`src/rtl/serial_paralelo_rx.sv`:
```
// Serial-to-parallel receive deserializer: comma hunt, lock, then byte delivery with strobe.
// Optional loss-of-alignment detection is compiled in with SERIAL_RX_LOSS_DETECT_EN.

module serial_paralelo_rx #(
    parameter logic [7:0]  COMMA      = 8'hBC,
    parameter int unsigned LOCK_COUNT = 4,
    parameter int unsigned MAX_GAP    = 16
) (
    input  logic       clk_32f,
    input  logic       reset,
    input  logic       data_in,
    output logic [7:0] data_out,
    output logic       valid_out,
    output logic       byte_strobe,
    output logic       active
);

    // state    | meaning
    // SEARCH   | sliding-window hunt for a comma on any bit offset
    // LOCKING  | byte phase fixed, counting consecutive boundary commas
    // ALIGNED  | locked, bytes delivered at every boundary
    typedef enum logic [1:0] {SEARCH, LOCKING, ALIGNED} state_t;

    localparam logic [3:0] LOCK_LIM = 4'(LOCK_COUNT);

    state_t     state;
    state_t     state_nxt;
    // Only seven history bits are needed: the window always includes data_in.
    logic [6:0] sr;
    logic [7:0] w;
    logic [2:0] bit_cnt;
    logic [3:0] comma_run;
    logic       is_comma;
    logic       boundary;
    logic       gap_hit;

    assign w        = {sr, data_in};
    assign is_comma = (w == COMMA);
    assign boundary = (bit_cnt == 3'd7);

`ifdef SERIAL_RX_LOSS_DETECT_EN
    localparam logic [7:0] GAP_LIM = 8'(MAX_GAP);
    logic [7:0] gap_cnt;

    assign gap_hit = (state == ALIGNED) && boundary && !is_comma
                     && ((gap_cnt + 8'd1) == GAP_LIM);

    always_ff @(posedge clk_32f or posedge reset) begin
        if (reset) begin
            gap_cnt <= 8'd0;
        end else if (state != ALIGNED) begin
            gap_cnt <= 8'd0;
        end else if (boundary) begin
            if (is_comma || gap_hit) begin
                gap_cnt <= 8'd0;
            end else begin
                gap_cnt <= gap_cnt + 8'd1;
            end
        end
    end
`else
    assign gap_hit = 1'b0;
`endif

    always_ff @(posedge clk_32f or posedge reset) begin
        if (reset) begin
            state <= SEARCH;
        end else begin
            state <= state_nxt;
        end
    end

    always_comb begin
        state_nxt = state;
        case (state)
            SEARCH: begin
                if (is_comma) begin
                    state_nxt = (LOCK_LIM == 4'd1) ? ALIGNED : LOCKING;
                end
            end
            LOCKING: begin
                if (boundary) begin
                    if (!is_comma) begin
                        state_nxt = SEARCH;
                    end else if ((comma_run + 4'd1) == LOCK_LIM) begin
                        state_nxt = ALIGNED;
                    end
                end
            end
            ALIGNED: begin
                if (gap_hit) begin
                    state_nxt = SEARCH;
                end
            end
            default: state_nxt = SEARCH;
        endcase
    end

    always_comb begin
        active = (state == ALIGNED);
    end

    always_ff @(posedge clk_32f or posedge reset) begin
        if (reset) begin
            sr        <= 7'd0;
            bit_cnt   <= 3'd0;
            comma_run <= 4'd0;
        end else begin
            sr <= w[6:0];
            case (state)
                SEARCH: begin
                    if (is_comma) begin
                        bit_cnt   <= 3'd0;
                        comma_run <= 4'd1;
                    end
                end
                LOCKING: begin
                    bit_cnt <= bit_cnt + 3'd1;
                    if (boundary) begin
                        comma_run <= is_comma ? (comma_run + 4'd1) : 4'd0;
                    end
                end
                ALIGNED: begin
                    bit_cnt <= bit_cnt + 3'd1;
                    if (gap_hit) begin
                        comma_run <= 4'd0;
                    end
                end
                default: begin
                    bit_cnt   <= 3'd0;
                    comma_run <= 4'd0;
                end
            endcase
        end
    end

    // The byte that trips loss detection is still delivered; outputs drop on the following edge.
    always_ff @(posedge clk_32f or posedge reset) begin
        if (reset) begin
            data_out    <= 8'd0;
            valid_out   <= 1'b0;
            byte_strobe <= 1'b0;
        end else if (state == ALIGNED) begin
            byte_strobe <= boundary;
            if (boundary) begin
                data_out  <= w;
                valid_out <= !is_comma;
            end
        end else begin
            valid_out   <= 1'b0;
            byte_strobe <= 1'b0;
        end
    end

endmodule
```
`config.mk`:
```
export PLATFORM = sky130hd
export DESIGN_NAME = serial_paralelo_rx
export DESIGN_NICKNAME = d
export VERILOG_FILES = /design/src/rtl/serial_paralelo_rx.sv
export SDC_FILE = /design/constraint.sdc
export NUM_CORES = 1
export LEC_CHECK = 0
export BUFFER_PORTS_ARGS = -buffer_cell sky130_fd_sc_hd__buf_2
export CORE_ASPECT_RATIO = 1.25
export CORE_MARGIN = 3
export CORE_UTILIZATION = 45
export DETAILED_ROUTE_END_ITERATION = 7
export SLEW_MARGIN = 20
export SYNTH_ARGS = -nofsm -noshare
export SYNTH_HDL_FRONTEND = slang
export SYNTH_SLANG_ARGS = --single-unit
```
`constraint.sdc`:
```
create_clock -name clk_32f -period 3.55 [get_ports clk_32f]
set_clock_uncertainty 0.1 [all_clocks]
set_input_delay 0.1775 -clock clk_32f [delete_from_list [all_inputs] [get_ports clk_32f]]
set_output_delay 0.1775 -clock clk_32f [all_outputs]
set_load 0.005 [all_outputs]
```
==> results.sh, run 1 <==
export IMPL_irDropWorstVdd_mv=0.324
export IMPL_min_to="sr[3]$_DFF_PP0_"
export IMPL_post_cts_resized=0
export IMPL_dr_total_vias=755
export IMPL_synth_area_leader_cell="dfrtp_1"
export IMPL_period_minus_slack_ns=1.95
export IMPL_path_max_fanout=7
export IMPL_clk_latency_ns=0.30
export IMPL_synthSimpleGateAreaFrac_pct=13.2
export IMPL_pwr_share_clk_pct=21.9
export IMPL_tightest_slew_ns=0.941
export IMPL_gp_congestion=0.813
export IMPL_pin_count=14
export IMPL_die_w_um=51.6
export IMPL_htree_levels=1
export IMPL_max_cap_viol_count=0
export IMPL_ys_warn_count=0
export IMPL_finalHoldViolCount=0
export IMPL_status="finished clean"
export IMPL_cts_made_buffers=3
export IMPL_port_buffers=13
export IMPL_synthCells=92
export IMPL_use_met2_pct=21.2
export IMPL_fp_coreArea_um2=2450
export IMPL_switchingPower_uw=195
export IMPL_whs_path_depth=0
export IMPL_placed_area_um2=1270
export IMPL_drc=0
export IMPL_cp_arrival_ns=2.10
export IMPL_clk_pin_slew_ns=0.13
export IMPL_internal_power_uw=454
export IMPL_r2r_end="comma_run[2]$_DFFE_PP0P_"
export IMPL_worst_setup_path_type="flop to flop"
export IMPL_nets=121
export IMPL_setup_worst_path_end_class="flop"
export IMPL_instances_no_fill=143
export IMPL_setup_worst_path_start_class="flop"
export IMPL_dieHeight_um=63.0
export IMPL_place_inst=137
export IMPL_cts_root_buffer="clkbuf_4"
export IMPL_synth_compound_area_share_pct=11.5
export IMPL_cp_required_ns=3.71
export IMPL_post_route_util_pct=54.1
export IMPL_p_leak_uw=0.000688
export IMPL_cts_sinks=26
export IMPL_combPwrFrac_pct=23.9
export IMPL_grt_pass1_vias=741
export IMPL_netlist_area_um2=1170
export IMPL_reg2reg_from="state[1]$_DFFE_PP0P_"
export IMPL_synthDistinctLibCells=31
export IMPL_initial_core_util_pct=47.7
export IMPL_grt_setup_unrepaired="no"
export IMPL_synth_top_family_by_area="simple AND/OR/NAND/NOR gates"
export IMPL_grt_max_degree=27
export IMPL_ant_nets=0
export IMPL_max_clock_freq_ghz=0.514
export IMPL_antennaDiodeCount=0
export IMPL_switching_share_pct=30.0
export IMPL_syn_to_final_growth_pct=13.5
export IMPL_synth_seq_area_share_pct=55.7
export IMPL_hold_start="sr[2]$_DFF_PP0_"
export IMPL_ctsLongestPathBuffers=2
export IMPL_ys_ff_latch=26
export IMPL_grt_util_met1_pct=18.0
export IMPL_grt_pass1_wl_um=3350
export IMPL_dieArea_um2=3250
export IMPL_track_usage_pct=13.7
export IMPL_yosys_most_used_dff="dfrtp_1"
export IMPL_use_met3_pct=2.63
export IMPL_reg2reg_depth=6
export IMPL_top_usage_layer="met2"
export IMPL_netlist_top_cells_area="dfrtp_1 (56%), mux2_2 (7.7%), ha_1 (7.5%)"
export IMPL_synth_fa_ha_area_share_pct=7.49
export IMPL_tns_ns=0
export IMPL_powerDensity_nw_per_um2=489
export IMPL_maxSlewViolCount=0
export IMPL_hold_path_class="flop to flop"
export IMPL_synth_xor_area_share_pct=0
export IMPL_grt_ovfl_total=0
export IMPL_relSlewSlack_pct=37.2
export IMPL_drive_above_1_share_pct=25.5
export IMPL_synth_async_reset_ratio_pct=100
export IMPL_routed_wl_um=1920
export IMPL_wl_per_cell_um=13.4
export IMPL_num_rows=20
export IMPL_synth_top_cell_area_share_pct=55.7
export IMPL_dr_pass1_iters=4
export IMPL_tritoncts="done"
export IMPL_avgViaCountPerCell=5.28
export IMPL_fill_cells=227
export IMPL_syn_nets=102
export IMPL_power_frac_seq_pct=54.1
export IMPL_drt_iter0_drc=9
export IMPL_synth_edf_count=0
export IMPL_hpwl_um=1440
export IMPL_synth_mux_area_share_pct=8.57
export IMPL_grt_antenna_before_repair=0
export IMPL_setup_violations=0
export IMPL_design_area_um2=1330
export IMPL_finalCritPeriodShare_pct=54.8
export IMPL_r2r_slack_ns=1.60
export IMPL_synth_area_per_cell_um2=12.7
-- area by class of cell --
type	count	area, µm²	area share (%)
Clock buffer	4	36.3	2.74
Inverter	10	37.5	2.83
Multi-Input combinational cell	55	475	35.8
Sequential cell	26	651	49.1
Tap cell	33	41.3	3.11
Timing Repair Buffer	15	85.1	6.42
-- stage by stage --
stage          setup slack, ns  hold slack [ns]  total power [µW]
2_1_floorplan             1.77            0.109               474
3_3_place_gp              1.69            0.274               507
3_5_place_dp              1.62            0.280               509
4_1_cts                   1.59            0.327               658
5_1_grt                   1.49            0.349               695
6_report                  1.60            0.332               649
-- power by group through the flow --
stage / clock network, µW / registers, µW / logic (µW)
after global placement: 0 / 356 / 151
after CTS: 151 / 351 / 156
after floorplan: 0 / 350 / 124
after global routing: 163 / 355 / 177
after detailed placement: 0 / 356 / 154
final: 142 / 351 / 155
-- worst max-delay path, stage by stage (launching register included) --
cell	delay, ns
dfrtp_1	0.42
inv_1	0.08
ha_1	0.21
inv_1	0.06
or4b_1	0.66
o211ai_1	0.21
a22o_1	0.15
-- placed cells by master, fill, tap and decap left out, types with 2 or more instances in the layout --
master and n:
a21oi_1 2, buf_2 13, clkbuf_4 3, dfrtp_1 26
dlygate4sd3_1 2, ha_1 7, inv_1 10, mux2_2 8
nand2_1 5, nand3_1 3, nand4_1 2, nor2_1 4
o211ai_1 2, o21ai_0 3
-- per-layer routing --
layer	wire, µm	share of wire, %
met3	74	3.9
met4	26	1.4
met2	952	50
met5	0	0
met1	862	45
-- how the worst max path moves through the flow --
| stage | start | endpoint | slack, ns | cells past startpoint |
|---|---|---|---|---|
| after floorplan | state[1]$_DFFE_PP0P_ | state[0]$_DFFE_PP0P_ | 1.77 | 7 |
| after global placement | bit_cnt[0]$_DFFE_PP0N_ | comma_run[3]$_DFFE_PP0P_ | 1.69 | 6 |
| after CTS | state[1]$_DFFE_PP0P_ | comma_run[2]$_DFFE_PP0P_ | 1.59 | 6 |
| after global routing | state[1]$_DFFE_PP0P_ | comma_run[2]$_DFFE_PP0P_ | 1.49 | 6 |
| final | state[1]$_DFFE_PP0P_ | comma_run[2]$_DFFE_PP0P_ | 1.60 | 6 |
| after detailed placement | state[1]$_DFFE_PP0P_ | comma_run[2]$_DFFE_PP0P_ | 1.62 | 6 |
-- timing repair --
action                                 in CTS  in global routing
endpoints found under the hold margin      27                  0
setup endpoints to repair                   0                  0
hold buffers                                2                  0
setup buffers                               0                  0
-- cell families after synthesis --
kind of cell | count (synthesis)
muxes | 9
AOI/OAI and AO/OA | 16
DFF | 26
adders and majority gates | 7
buffers and inverters | 11
and+or+nand+nor | 23
-- flip-flops by register name (all words and copies together), names as in the netlist --
| name | cells |
|---|---|
| comma_run | 4 |
| state | 2 |
| valid_out | 1 |
| sr | 7 |
| data_out | 8 |
| bit_cnt | 3 |
| byte_strobe | 1 |
-- Yosys cell counts, types with 2 or more instances --
cell type / n
nor2_1: 4
inv_1: 10
mux2_2: 8
nand3_1: 3
nand2_1: 5
a21oi_1: 2
dfrtp_1: 26
o211ai_1: 2
nand4_1: 2
o21ai_0: 3
ha_1: 7
Note: power is estimated with default switching activity, not from simulation.
==> run 2: changes to the inputs <==
--- a/config.mk
+++ b/config.mk
@@ -5,11 +5,13 @@
 export SDC_FILE = /design/constraint.sdc
 export NUM_CORES = 1
 export LEC_CHECK = 0
+export ABC_AREA = 1
 export BUFFER_PORTS_ARGS = -buffer_cell sky130_fd_sc_hd__buf_2
 export CORE_ASPECT_RATIO = 1.25
 export CORE_MARGIN = 3
 export CORE_UTILIZATION = 45
 export DETAILED_ROUTE_END_ITERATION = 7
+export PLACE_DENSITY = 0.67
 export SLEW_MARGIN = 20
 export SYNTH_ARGS = -nofsm -noshare
 export SYNTH_HDL_FRONTEND = slang
==> constraint.sdc (replaced) <==
create_clock -name clk_32f -period 1.75 [get_ports clk_32f]
set_clock_uncertainty 0.1 [all_clocks]
set_input_delay 0.0875 -clock clk_32f [delete_from_list [all_inputs] [get_ports clk_32f]]
set_output_delay 0.0875 -clock clk_32f [all_outputs]
set_load 0.005 [all_outputs]
==> run 2 against run 1 <==
Against the previous run: final cell count up 28%; worst setup slack worse by 1.5 ns; via count up 15%; global-route usage up 0.85 points; count of clock-buffer cells in the layout down 1; final area up 4.8%; first-iteration DRC count up 89%; total power up 130%; largest cell class unchanged.
==> results.sh, run 2 <==
export IMPL_grt_setup_unrepaired="no"
export IMPL_placed_area_um2=1320
export IMPL_synthDistinctLibCells=18
export IMPL_cp_slowest_stage_delay_ns=0.43
export IMPL_p_leak_uw=0.000778
export IMPL_drive_above_1_share_pct=20.0
export IMPL_cts_root_buffer="clkbuf_4"
export IMPL_track_usage_pct=14.6
export IMPL_ys_ff_latch=26
export IMPL_max_clock_freq_ghz=0.618
export IMPL_cp_arrival_ns=1.75
export IMPL_design_area_um2=1390
export IMPL_crit_path_top_delay_cell="dfrtp_1"
export IMPL_avgViaCountPerCell=4.74
export IMPL_synth_area_per_cell_um2=9.23
export IMPL_largest_register_ffs=8
export IMPL_combPwrFrac_pct=24.6
export IMPL_finalHoldViolCount=0
export IMPL_cp_num_buf_inv=3
export IMPL_hpwl_um=1540
export IMPL_tightest_slew_ns=0.339
export IMPL_synth_edf_count=0
export IMPL_synth_top_cell_area_share_pct=54.2
export IMPL_holdBufCountCts=2
export IMPL_internal_power_uw=1020
export IMPL_drt_iter0_drc=17
export IMPL_tns_ns=0
export IMPL_post_cts_resized=0
export IMPL_routed_wl_um=2040
export IMPL_maxSlewViolCount=0
export IMPL_grt_antenna_before_repair=0
export IMPL_dieArea_um2=3330
export IMPL_irDropWorstVdd_mv=0.596
export IMPL_netlist_area_um2=1200
export IMPL_synth_area_leader_cell="dfrtp_1"
export IMPL_grt_ovfl_total=0
export IMPL_clk_latency_ns=0.32
export IMPL_wl_per_cell_um=11.2
export IMPL_hold_path_class="input pin to async pin"
export IMPL_yosys_most_used_dff="dfrtp_1"
export IMPL_powerDensity_nw_per_um2=1080
export IMPL_grt_max_degree=27
export IMPL_period_minus_slack_ns=1.62
export IMPL_syn_nets=140
export IMPL_port_buffers=13
export IMPL_path_cells="ha_1, ha_1, inv_1, nand2_1, nand2_1, inv_1, nand2_4, nand2_2, o21ai_1, inv_1"
export IMPL_top_register="data_out"
export IMPL_cts_sinks=26
export IMPL_nets=161
export IMPL_tritoncts="done"
export IMPL_max_cap_viol_count=0
export IMPL_status="finished clean"
export IMPL_pre_cts_ws_ns=0.153
export IMPL_worst_setup_path_type="flop to flop"
export IMPL_drc=0
export IMPL_dieHeight_um=63.7
export IMPL_path_max_fanout=5
export IMPL_ctsLongestPathBuffers=2
export IMPL_cp_required_ns=1.88
export IMPL_top_regs="data_out (8), sr (7), comma_run (4)"
export IMPL_switchingPower_uw=477
export IMPL_relSlewSlack_pct=77.4
export IMPL_fp_coreArea_um2=2480
export IMPL_htree_levels=1
export IMPL_switching_share_pct=31.8
export IMPL_antennaDiodeCount=0
export IMPL_pwr_share_clk_pct=27.8
export IMPL_setup_worst_path_end_class="flop"
export IMPL_post_route_util_pct=56.1
export IMPL_cts_made_buffers=3
export IMPL_yosys_cell_count_top_type="nand2_1"
export IMPL_grt_pass1_wl_um=3610
export IMPL_final_cell_mix="nand2_1 (42), dfrtp_1 (26), inv_1 (18), buf_2 (13), nand3_1 (10)"
export IMPL_pin_count=14
export IMPL_setup_worst_path_start_class="flop"
export IMPL_finalCritPeriodShare_pct=92.4
export IMPL_post_cts_buffers=0
export IMPL_syn_to_final_growth_pct=15.8
export IMPL_power_frac_seq_pct=47.6
export IMPL_clk_pin_slew_ns=0.15
export IMPL_mostFrequentLayoutCell="nand2_1"
export IMPL_ant_nets=0
export IMPL_netlist_top_cells_area="dfrtp_1 (54%), nand2_1 (13%), ha_1 (7.3%)"
export IMPL_crit_top_cell="inv_1"
export IMPL_crit_family="flip-flops"
export IMPL_synth_async_reset_ratio_pct=100
export IMPL_grt_pass1_vias=841
export IMPL_dr_total_vias=867
export IMPL_netlist_top_cells_count="nand2_1 (42), dfrtp_1 (26), inv_1 (18)"
export IMPL_num_rows=20
export IMPL_setup_ws_ns=0.133
export IMPL_synthCells=130
export IMPL_initial_core_util_pct=48.4
export IMPL_synth_seq_area_share_pct=54.2
export IMPL_setup_violations=0
export IMPL_die_w_um=52.2
export IMPL_gp_congestion=0.760
export IMPL_whs_ns=0.231
export IMPL_dr_pass1_iters=4
export IMPL_ys_warn_count=0
-- run 2: cell types whose count changed after synthesis, sizes merged, moves of 3 or more --
| cell | change |
|---|---|
| inv | +8 |
| mux2 | -8 |
| nand2 | +43 |
| nand3 | +7 |
| nor2 | +3 |
| o21ai | +6 |
-- run 2: worst paths after layout --
| kind | start | endpoint | slack [ns] | cells past startpoint |
|---|---|---|---|---|
| max reg2reg | bit_cnt[0]$_DFFE_PP0N_ | comma_run[0]$_DFFE_PP0P_ | 0.13 | 10 |
| max in group asynchronous | reset | comma_run[1]$_DFFE_PP0P_ | 1.07 | 4 |
| min in group clk_32f | sr[0]$_DFF_PP0_ | sr[1]$_DFF_PP0_ | 0.30 | 0 |
| max | bit_cnt[0]$_DFFE_PP0N_ | comma_run[0]$_DFFE_PP0P_ | 0.13 | 10 |
| min reg2reg | sr[0]$_DFF_PP0_ | sr[1]$_DFF_PP0_ | 0.30 | 0 |
| min | reset | data_out[4]$_DFFE_PP0P_ | 0.23 | 4 |
-- run 2: logic make-up (layout without fill, tap and decap cells) --
family                   Yosys count  in the layout  share of synthesized area (%)
adder cells (fa/ha/maj)            7              7                           7.30
flip-flops                        26             26                           54.2
AND/OR/NAND/NOR                   68             68                           27.1
buffers and inverters             19             39                           5.94
AO/OA/AOI/OAI                     10             10                           5.42
-- run 2: layout make-up --
cell class	count	area, µm²
Fill cell	226	1090
Sequential cell	26	651
Multi-Input combinational cell	85	478
Timing Repair Buffer	17	100
Inverter	18	67.6
Tap cell	33	41.3
Clock inverter	1	30.0
Clock buffer	3	22.5
-- run 2: worst min-delay path, cell delays in order --
cell,delay (ns)
dlygate4sd3_1,0.53
buf_2,0.12
inv_1,0.04
buf_4,0.30
-- run 2: metal layers --
metal	vias to the layer above	global-route usage (%)	part of all wire, %
li1	440	-	-
met1	410	15.3	41
met2	12	26.9	54
met3	5	2.10	2.7
met4	0	7.67	2.3
met5	-	0	0
-- run 2: power groups by stage --
stage | registers (µW) | clock network [µW] | logic [µW]
floorplan | 710 | 0 | 304
global placement | 719 | 0 | 352
detailed placement | 726 | 0 | 370
CTS | 714 | 425 | 375
global route | 724 | 446 | 420
finish | 713 | 416 | 368
-- run 2: metrics by stage --
step,total power (µW),instances
detailed placement,1100,177
global route,1590,183
floorplan,1010,130
global placement,1070,177
CTS,1510,183
finish,1500,183
